$ cat src/rtl/secded_pkg.sv
// secded_pkg: shared definitions for the SECDED scrubber slice.
//   - codeword / data / counter widths
//   - scrubber FSM state enum
//   - helper functions describing the (72,64) Hamming layout:
//       bit 0           overall parity
//       bits 1,2,4..64  Hamming check bits (power-of-two positions)
//       other bits      data, LSB first in ascending position order
package secded_pkg;

    localparam int CW_W   = 72;
    localparam int DATA_W = 64;
    localparam int CNT_W  = 16;
    localparam int PAR_W  = 7;

    typedef enum logic [2:0] {
        IDLE,
        GAP_WAIT,
        READ,
        DECODE,
        ENCODE,
        WRITE
    } scrub_state_e;

    // Scatter data bits over the non-power-of-two positions 1..71.
    function automatic logic [CW_W-1:0] place_data(input logic [DATA_W-1:0] data);
        logic [CW_W-1:0] cw;
        logic [5:0]      d;
        cw = '0;
        d  = '0;
        for (int pos = 1; pos < CW_W; pos++) begin
            if ((pos & (pos - 1)) != 0) begin
                cw[pos] = data[d];
                d = d + 6'd1;
            end
        end
        return cw;
    endfunction

    // Gather data bits back out of a codeword (inverse of place_data).
    function automatic logic [DATA_W-1:0] extract_data(input logic [CW_W-1:0] cw);
        logic [DATA_W-1:0] data;
        logic [5:0]        d;
        data = '0;
        d    = '0;
        for (int pos = 1; pos < CW_W; pos++) begin
            if ((pos & (pos - 1)) != 0) begin
                data[d] = cw[pos];
                d = d + 6'd1;
            end
        end
        return data;
    endfunction

    // XOR of the position indices of every set bit in positions 1..71.
    // Zero for a clean word; equals the flipped position for a single error.
    function automatic logic [PAR_W-1:0] syndrome(input logic [CW_W-1:0] cw);
        logic [PAR_W-1:0] s;
        s = '0;
        for (int pos = 1; pos < CW_W; pos++) begin
            if (cw[pos]) begin
                s = s ^ PAR_W'(pos);
            end
        end
        return s;
    endfunction

endpackage

$ cat src/rtl/secded_decoder.sv
// secded_decoder: registered (72,64) SECDED decoder, one cycle of latency.
//   CLK, RST  clock and synchronous active-high reset
//   CW        in   72  codeword sampled every cycle
//   D_DATA    out  64  corrected data
//   ERR       out  1   any error detected
//   S_ERR     out  1   single (corrected) error
//   D_ERR     out  1   uncorrectable error
module secded_decoder
    import secded_pkg::*;
(
    input  logic              CLK,
    input  logic              RST,
    input  logic [CW_W-1:0]   CW,
    output logic [DATA_W-1:0] D_DATA,
    output logic              ERR,
    output logic              S_ERR,
    output logic              D_ERR
);

    logic [PAR_W-1:0] syn;
    logic [CW_W-1:0]  fixed;
    logic             single;
    logic             dbl;

    // Odd overall parity means an odd number of flips: a syndrome inside the
    // word names the bit to repair (zero means the parity bit itself).
    // A syndrome pointing past bit 71 can only come from a multi-bit error.
    always_comb begin
        syn    = syndrome(CW);
        fixed  = CW;
        single = 1'b0;
        dbl    = 1'b0;
        if (^CW) begin
            if (int'(syn) < CW_W) begin
                single     = 1'b1;
                fixed[syn] = ~CW[syn];
            end else begin
                dbl = 1'b1;
            end
        end else if (syn != '0) begin
            dbl = 1'b1;
        end
    end

    always_ff @(posedge CLK) begin
        if (RST) begin
            D_DATA <= '0;
            ERR    <= 1'b0;
            S_ERR  <= 1'b0;
            D_ERR  <= 1'b0;
        end else begin
            D_DATA <= extract_data(fixed);
            ERR    <= single | dbl;
            S_ERR  <= single;
            D_ERR  <= dbl;
        end
    end

endmodule

$ cat src/rtl/secded_encoder.sv
// secded_encoder: combinational (72,64) SECDED encoder.
//   DATA    in   64  data word
//   E_DATA  out  72  codeword (layout in secded_pkg)
module secded_encoder
    import secded_pkg::*;
(
    input  logic [DATA_W-1:0] DATA,
    output logic [CW_W-1:0]   E_DATA
);

    logic [CW_W-1:0]  cw;
    logic [PAR_W-1:0] syn;

    // With the check positions still zero, the syndrome of the data-only word
    // is exactly the set of check bits that makes the full syndrome zero.
    always_comb begin
        cw  = place_data(DATA);
        syn = syndrome(cw);
        for (int k = 0; k < PAR_W; k++) begin
            cw[1 << k] = syn[k];
        end
        cw[0]  = ^cw[CW_W-1:1];
        E_DATA = cw;
    end

endmodule

$ cat src/rtl/secded_scrubber.sv
// secded_scrubber: background memory scrubber. Walks every word, decodes it,
// writes back corrected single-bit errors and logs uncorrectable ones.
//   CLK, RST           clock, synchronous active-high reset
//   EN                 scrub enable (no new read starts while low)
//   HOST_BUSY          host owns the memory port; no strobes this cycle
//   MEM_RE / MEM_WE    one-cycle read / write strobes, MEM_ADDR shared
//   MEM_WDATA          re-encoded codeword for writeback
//   MEM_RDATA          codeword, valid the cycle after MEM_RE
//   CE_CNT / UE_CNT    saturating corrected / uncorrectable counters
//   UE_FLAG, UE_ADDR   sticky uncorrectable flag and its latest address
//   UE_CLR             clears UE_FLAG only
//   PASS_DONE          pulse in the cycle the pointer wraps to 0
module secded_scrubber
    import secded_pkg::*;
#(
    parameter int ADDR_W = 10,
    parameter int GAP    = 16
) (
    input  logic              CLK,
    input  logic              RST,
    input  logic              EN,
    input  logic              HOST_BUSY,
    output logic              MEM_RE,
    output logic              MEM_WE,
    output logic [ADDR_W-1:0] MEM_ADDR,
    output logic [CW_W-1:0]   MEM_WDATA,
    input  logic [CW_W-1:0]   MEM_RDATA,
    output logic [CNT_W-1:0]  CE_CNT,
    output logic [CNT_W-1:0]  UE_CNT,
    output logic              UE_FLAG,
    output logic [ADDR_W-1:0] UE_ADDR,
    input  logic              UE_CLR,
    output logic              PASS_DONE
);

    localparam int GAP_W = (GAP > 1) ? $clog2(GAP) : 1;

    scrub_state_e      state_q, state_d;
    logic [ADDR_W-1:0] ptr_q, ptr_d;
    logic [GAP_W-1:0]  gap_q, gap_d;
    logic              dwait_q, dwait_d;
    logic [DATA_W-1:0] data_q, data_d;
    logic [CW_W-1:0]   wdata_q, wdata_d;
    logic [CNT_W-1:0]  ce_q, ce_d, ue_q, ue_d;
    logic              ueFlag_q, ueFlag_d;
    logic [ADDR_W-1:0] ueAddr_q, ueAddr_d;

    logic              readStb, writeStb, advance, ueSet;
    logic [DATA_W-1:0] decData;
    logic              decErr, decSErr, decDErr;
    logic [CW_W-1:0]   encData;

    secded_decoder u_dec (
        .CLK    (CLK),
        .RST    (RST),
        .CW     (MEM_RDATA),
        .D_DATA (decData),
        .ERR    (decErr),
        .S_ERR  (decSErr),
        .D_ERR  (decDErr)
    );

    secded_encoder u_enc (
        .DATA   (data_q),
        .E_DATA (encData)
    );

    // Next-state logic. DECODE spends one cycle while the read data lands in
    // the decoder register and acts on the decoder result in the second.
    always_comb begin
        state_d  = state_q;
        ptr_d    = ptr_q;
        gap_d    = gap_q;
        dwait_d  = dwait_q;
        data_d   = data_q;
        wdata_d  = wdata_q;
        ce_d     = ce_q;
        ue_d     = ue_q;
        ueAddr_d = ueAddr_q;
        ueSet    = 1'b0;
        readStb  = 1'b0;
        writeStb = 1'b0;
        advance  = 1'b0;
        case (state_q)
            IDLE: begin
                gap_d = '0;
                if (EN) state_d = GAP_WAIT;
            end
            GAP_WAIT: begin
                if (!EN) begin
                    state_d = IDLE;
                    gap_d   = '0;
                end else if (int'(gap_q) >= GAP - 1) begin
                    state_d = READ;
                    gap_d   = '0;
                end else begin
                    gap_d = gap_q + GAP_W'(1);
                end
            end
            READ: begin
                if (!EN) begin
                    state_d = IDLE;
                end else if (!HOST_BUSY) begin
                    readStb = 1'b1;
                    dwait_d = 1'b0;
                    state_d = DECODE;
                end
            end
            DECODE: begin
                if (!dwait_q) begin
                    dwait_d = 1'b1;
                end else begin
                    dwait_d = 1'b0;
                    if (decErr && decSErr) begin
                        if (ce_q != '1) ce_d = ce_q + CNT_W'(1);
                        data_d  = decData;
                        state_d = ENCODE;
                    end else begin
                        if (decErr && decDErr) begin
                            if (ue_q != '1) ue_d = ue_q + CNT_W'(1);
                            ueSet    = 1'b1;
                            ueAddr_d = ptr_q;
                        end
                        advance = 1'b1;
                    end
                end
            end
            ENCODE: begin
                wdata_d = encData;
                state_d = WRITE;
            end
            WRITE: begin
                if (!HOST_BUSY) begin
                    writeStb = 1'b1;
                    advance  = 1'b1;
                end
            end
            default: state_d = IDLE;
        endcase
        if (advance) begin
            ptr_d   = ptr_q + ADDR_W'(1);
            state_d = EN ? GAP_WAIT : IDLE;
        end
        // A new uncorrectable error beats a simultaneous clear.
        ueFlag_d = ueSet ? 1'b1 : (UE_CLR ? 1'b0 : ueFlag_q);
    end

    always_ff @(posedge CLK) begin
        if (RST) begin
            state_q  <= IDLE;
            ptr_q    <= '0;
            gap_q    <= '0;
            dwait_q  <= 1'b0;
            data_q   <= '0;
            wdata_q  <= '0;
            ce_q     <= '0;
            ue_q     <= '0;
            ueFlag_q <= 1'b0;
            ueAddr_q <= '0;
        end else begin
            state_q  <= state_d;
            ptr_q    <= ptr_d;
            gap_q    <= gap_d;
            dwait_q  <= dwait_d;
            data_q   <= data_d;
            wdata_q  <= wdata_d;
            ce_q     <= ce_d;
            ue_q     <= ue_d;
            ueFlag_q <= ueFlag_d;
            ueAddr_q <= ueAddr_d;
        end
    end

    // Strobes are masked by RST so a reset landing in READ/WRITE never
    // lets an access escape in the reset cycle itself.
    assign MEM_RE    = readStb & ~RST;
    assign MEM_WE    = writeStb & ~RST;
    assign PASS_DONE = advance & (ptr_q == '1) & ~RST;
    assign MEM_ADDR  = ptr_q;
    assign MEM_WDATA = wdata_q;
    assign CE_CNT    = ce_q;
    assign UE_CNT    = ue_q;
    assign UE_FLAG   = ueFlag_q;
    assign UE_ADDR   = ueAddr_q;

endmodule

$ cat config.mk
export PLATFORM = sky130hd
export DESIGN_NAME = secded_scrubber
export DESIGN_NICKNAME = d
export VERILOG_FILES = /design/src/rtl/secded_pkg.sv /design/src/rtl/secded_decoder.sv /design/src/rtl/secded_encoder.sv /design/src/rtl/secded_scrubber.sv
export SDC_FILE = /design/constraint.sdc
export NUM_CORES = 1
export LEC_CHECK = 0
export ABC_AREA = 0
export CORE_ASPECT_RATIO = 0.75
export CORE_MARGIN = 4
export CORE_UTILIZATION = 45
export DETAILED_ROUTE_END_ITERATION = 10
export PLACE_DENSITY = 0.69
export SLEW_MARGIN = 5
export SYNTH_ARGS = -nofsm -noshare
export SYNTH_HDL_FRONTEND = slang
export SYNTH_SLANG_ARGS = --single-unit
$ cat constraint.sdc
create_clock -name CLK -period 12.5 [get_ports CLK]
set_input_delay 3.75 -clock CLK [delete_from_list [all_inputs] [get_ports CLK]]
set_output_delay 3.75 -clock CLK [all_outputs]
set_load 0.02 [all_outputs]
; After elaboration in Yosys (flattened, before gate mapping)
; Index checks and enable logic that the tools add are counted.
; W data, S select, Z words.
[word_totals]
regBits = 264
input_bits = 77
out_inout_bits = 128
elab_cells = 938
[op_classes]
n_addsub = 66
magnitude_cmp = 130
n_eq_ne = 16
muxes = 492
bitwise_logic = 141
n_reduce_logical = 79
[op_table]
columns = op, count
row1 = $bwmux W64, 63
row2 = $mux W64, 62
row3 = $mux W6, 126
row4 = $lt A6 B7 Y1 const B, 63
row5 = $demux W1 S6, 63
row6 = $ge A6 B1 Y1 const B, 63
row7 = $add A6 B1 Y6 const B, 62
row8 = $mux W5, 31
row9 = $mux W72, 2
row10 = $not A3 Y3, 46
row11 = $not A4 Y4, 32
row12 = $mux W7, 15
row13 = $mux W1, 88
row14 = $bwmux W72, 1
row15 = $reduce_xor A72 Y1, 1
row16 = $reduce_xor A71 Y1, 1
row17 = $not A2 Y2, 35
row18 = $mux W4, 17
row19 = $logic_and A1 B1 Y1, 66
row20 = $not A5 Y5, 12
row21 = $mux W3, 15
row22 = $add A16 B1 Y16 const B, 2
row23 = $ne A16 B16 Y1 const B, 2
row24 = $pmux W3 S6, 1
row25 = 30 further kinds, 55

; Depth between registers and ports, before layout
[logic_depth]
ltp_word = 268
ltp_mapped = 14
depth_no_buf = 11

; Modules after synthesis
; From an unflattened synthesis, not the netlist that was laid out.
[unflattened]
cells_unflattened = 1618
hier_area_um2 = 14057.2
[by_module_without_submodules]
columns = module, n_inst, cells_per_inst, area_per_inst_um2, seq_area_each_um2
row1 = secded_scrubber, 1, 927, 7472.2, 3943.8
row2 = secded_decoder, 1, 514, 4780.8, 1341.3
row3 = secded_encoder, 1, 177, 1804.2, 0.0

; Least setup slack after synthesis
; Ideal clock, no wire load.
[synth_timing]
kind = input to output
start = input HOST_BUSY
end = output PASS_DONE
t_arrival_ns = 5.346
path_slack_ns = 3.404
stages = 5
cell_sequence = o21ai_0 and2_1 clkbuf_1 and3_1 nor4b_1
[synth_via]
elab_chain_len = 4
[synth_rtl]
columns = item, line
row1 = start: declaration, secded_scrubber.sv:22  ; input logic HOST_BUSY,
row2 = $mux W1, secded_scrubber.sv:133  ; if (!HOST_BUSY) begin
row3 = $pmux W1 S2, secded_scrubber.sv:84  ; case (state_q)
row4 = $and A1 B1 Y1 (2 in series), secded_scrubber.sv:178  ; assign PASS_DONE = advance & (ptr_q == '1) & ~RST;
row5 = end: declaration, secded_scrubber.sv:33  ; output logic PASS_DONE
; Every way passes these cells.

; Worst setup path after layout
; Same ends and word-level chain as after synthesis.

==> results_dict.tcl <==
set metrics [dict create \
    timing.final.max_slew_violations 0 \
    finalHoldViolCount 0 \
    clock-root-buffer "clkbuf_16" \
    syn_avg_cell_area_um2 8.20 \
    layout-drive-gt1-share_pct 4.78 \
    clkLatencyLatePin_ps 560 \
    final_core_utilization_pct 57.4 \
    regArea_mm2 0.00529 \
    cp_data_required_time_ps 8750 \
    synth_cell_types 59 \
    synth_nets 1682 \
    synth_edf_count 0 \
    postCtsResizedCells 0 \
    slew_worst_pin_ps 886 \
    routedWlPerCell_um 18.4 \
    post-dp-hpwl_um 29200 \
    pin_count_of_the_biggest_net_entering_global_routing 122 \
    post_cts.repair.setup_buffers 0 \
    ctsHtreeMaxLevel 1 \
    power_switching_share_pct 41.6 \
    p_leak_nw 5.43 \
    rsz0062_at_grt "false" \
    vdd_ir_drop_max_mv 0.267 \
    drtAntennaViolNets 0 \
    final_net_count 1840 \
    power_mw 3.04 \
    fillers 2667 \
    synth-main-ff-cell "dfxtp_1" \
    rows 53 \
    finClkSkew_ps 21.1 \
    drc_errors 0 \
    firstDrtPassIters 6 \
    clk_pin_slew_worst_paths_ps 60 \
    clkPwrFrac_pct 26.5 \
    internal_power_mw 1.78 \
    worstSetupEndpointType "output port" \
    die_x_um 205 \
    timing.final.crit_share_pct 79.3 \
    path_class "input port to output port" \
    io-pin-count 205 \
    grt_pass1_vias 10700 \
    final.min_clock_period_ps 9910 \
    postSynthRegisterBits 264 \
    async_reset_ff_share_pct 0 \
    worst-path-max-fanout 7 \
    clock-sinks 264 \
    fmax_mhz 101 \
    status "finished clean" \
    finalWeightedCongestion 0.931 \
    grt_antenna_before_repair 0 \
    detailroute.via_count 11600 \
    core_area_mm2 0.0284 \
    route.final.wire_length_um 39800 \
    cap_violations 0 \
    ctsHoldBuffers 0 \
    grt_overflow 0 \
    syn2layout_area_growth_pct 24.0 \
    timing.final.setup_violations 0 \
    hold_path.class "flip-flop to flip-flop" \
    power.sequential.fraction_pct 28.8 \
    grt_pass1_wl_um 61900 \
    groute.usage.overall_pct 24.1 \
    power.combinational.fraction_pct 44.7 \
    syn-instance-count 1601 \
    p_switching_mw 1.27 \
    worstSetupStartpointType "input port" \
    power-per-cell-area_mw_per_mm2 187 \
    synth-seq-area-share_pct 40.2 \
    timing.setup.tns_ps 0 \
    worst_ep_arrival_time_ps 6160 \
    numCtsBuffers 27 \
    floorplan.die_area_mm2 0.0320 \
    drt_first_iter_violations 989 \
    cts_buffer_depth 3 \
    timing.max_slew.rel_slack_pct 40.9 \
    yosys_warnings 0 \
    place.port_buffers 204 \
    fp.dieH_um 156 \
    synthesis.area_mm2 0.0131 \
    diodes 0 \
    cts_tree "yes" \
    area_occupied_by_multi_input_gates_mm2 0.00739 \
    starting_density_of_the_core_pct 46.3 \
    drt-vias-per-instance 5.34 \
]
synth_stat cells, types with 5 or more instances:
cell type / number / area [µm²]
a21oi_1: 208 / 1040
a222oi_1: 5 / 50.1
a311oi_1: 6 / 52.6
a31oi_1: 6 / 37.5
and2_1: 12 / 75.1
and3_1: 8 / 50.1
buf_2: 7 / 35.0
clkbuf_1: 73 / 274
dfxtp_1: 264 / 5290
inv_1: 22 / 82.6
mux2i_1: 45 / 450
nand2_1: 339 / 1270
nand2b_1: 7 / 43.8
nand3_1: 12 / 60.1
nand4_1: 27 / 169
nor2_1: 104 / 390
nor2b_1: 8 / 50.1
nor3_1: 12 / 60.1
nor3_2: 8 / 80.1
o21ai_0: 64 / 320
or3_1: 25 / 156
xnor2_1: 232 / 2030
xor2_1: 54 / 473
through the flow:
stage	setup WS, ps	hold slack, ps	cell area, µm²	cells
global route	2450	431	16300	2165
floorplan	3400	417	13100	1601
CTS	2630	428	16300	2165
finish	2590	423	16300	2165
global placement	2650	422	15400	2115
detailed placement	2630	427	15400	2115
path summary, 6_finish.rpt:
check	startpoint	depth (start not counted)	slack, ps	end
setup / recovery	HOST_BUSY	6	2590	PASS_DONE
hold / removal	u_dec.D_DATA[20]	2	420	data_q[20]
setup reg to reg	state_q[1]	12	8970	UE_CNT[15]
hold reg to reg	u_dec.D_DATA[20]	2	420	data_q[20]
sequential cells by signal, summed over array words and instances (netlist names):
signal        cells
gap_q             4
MEM_ADDR         10
u_dec.ERR         1
CE_CNT           16
u_dec.S_ERR       1
state_q           3
dwait_q           1
UE_CNT           16
UE_FLAG           1
data_q           64
UE_ADDR          10
u_dec.D_DATA     64
u_dec.D_ERR       1
MEM_WDATA        72
layer usage:
layer	GRT usage, %	wire [µm]
met1	36.8	19200
met2	35.6	16900
met3	3.87	2860
met4	5.55	867
met5	0	0
final cells by class:
| class | instances | area share (%) |
|---|---|---|
| inverters | 22 | 0.507 |
| clock inverters | 11 | 0.684 |
| clock buffers | 39 | 4.86 |
| multi-input cells | 1227 | 45.4 |
| well taps | 385 | 2.96 |
| repair buffers | 217 | 13.1 |
| flip-flops and latches | 264 | 32.5 |
cells by family after synthesis:
logic type	after synthesis	share of synthesized area, %
and+or+nand+nor	574	19.0
AOI/OAI and AO/OA	309	12.8
xor gates and xnor gates	294	20.4
DFF	264	40.2
buffers and inverters	110	3.62
muxes	46	3.52
adders and majority gates	4	0.381
critical path: stages:
cell and delay, ps:
clkdlybuf4s50_1 450, o21ai_0 380, and2_1 390, and3_1 250, nor4b_1 250, clkdlybuf4s50_1 670
cell usage in the layout (no fill, tap or decap), drive strengths merged, types with 2 or more instances in the layout:
cell type	n
clkbuf	39
xor2	54
nor3	20
mux2i	45
and2	12
a311oi	6
a21oi	208
or2	3
clkinvlp	2
o2111ai	2
xnor3	5
o21ai	66
nand2	339
ha	4
nor4	2
xnor2	235
a31oi	6
a221oi	4
nor2b	8
clkinv	7
clkdlybuf4s50	203
nand2b	7
buf	14
nor2	104
dfxtp	264
or3	25
o22a	2
inv	23
a222oi	5
nand3	13
nand4	27
and3	8
power by group through the flow:
stage / registers, mW / clock network, mW / logic, mW
after floorplan: 0.890 / 0 / 1.10
final: 0.877 / 0.805 / 1.36
after global routing: 0.879 / 0.855 / 1.46
after detailed placement: 0.895 / 0 / 1.33
after CTS: 0.877 / 0.820 / 1.33
after global placement: 0.895 / 0 / 1.32
Note: power is estimated with default switching activity, not from simulation.
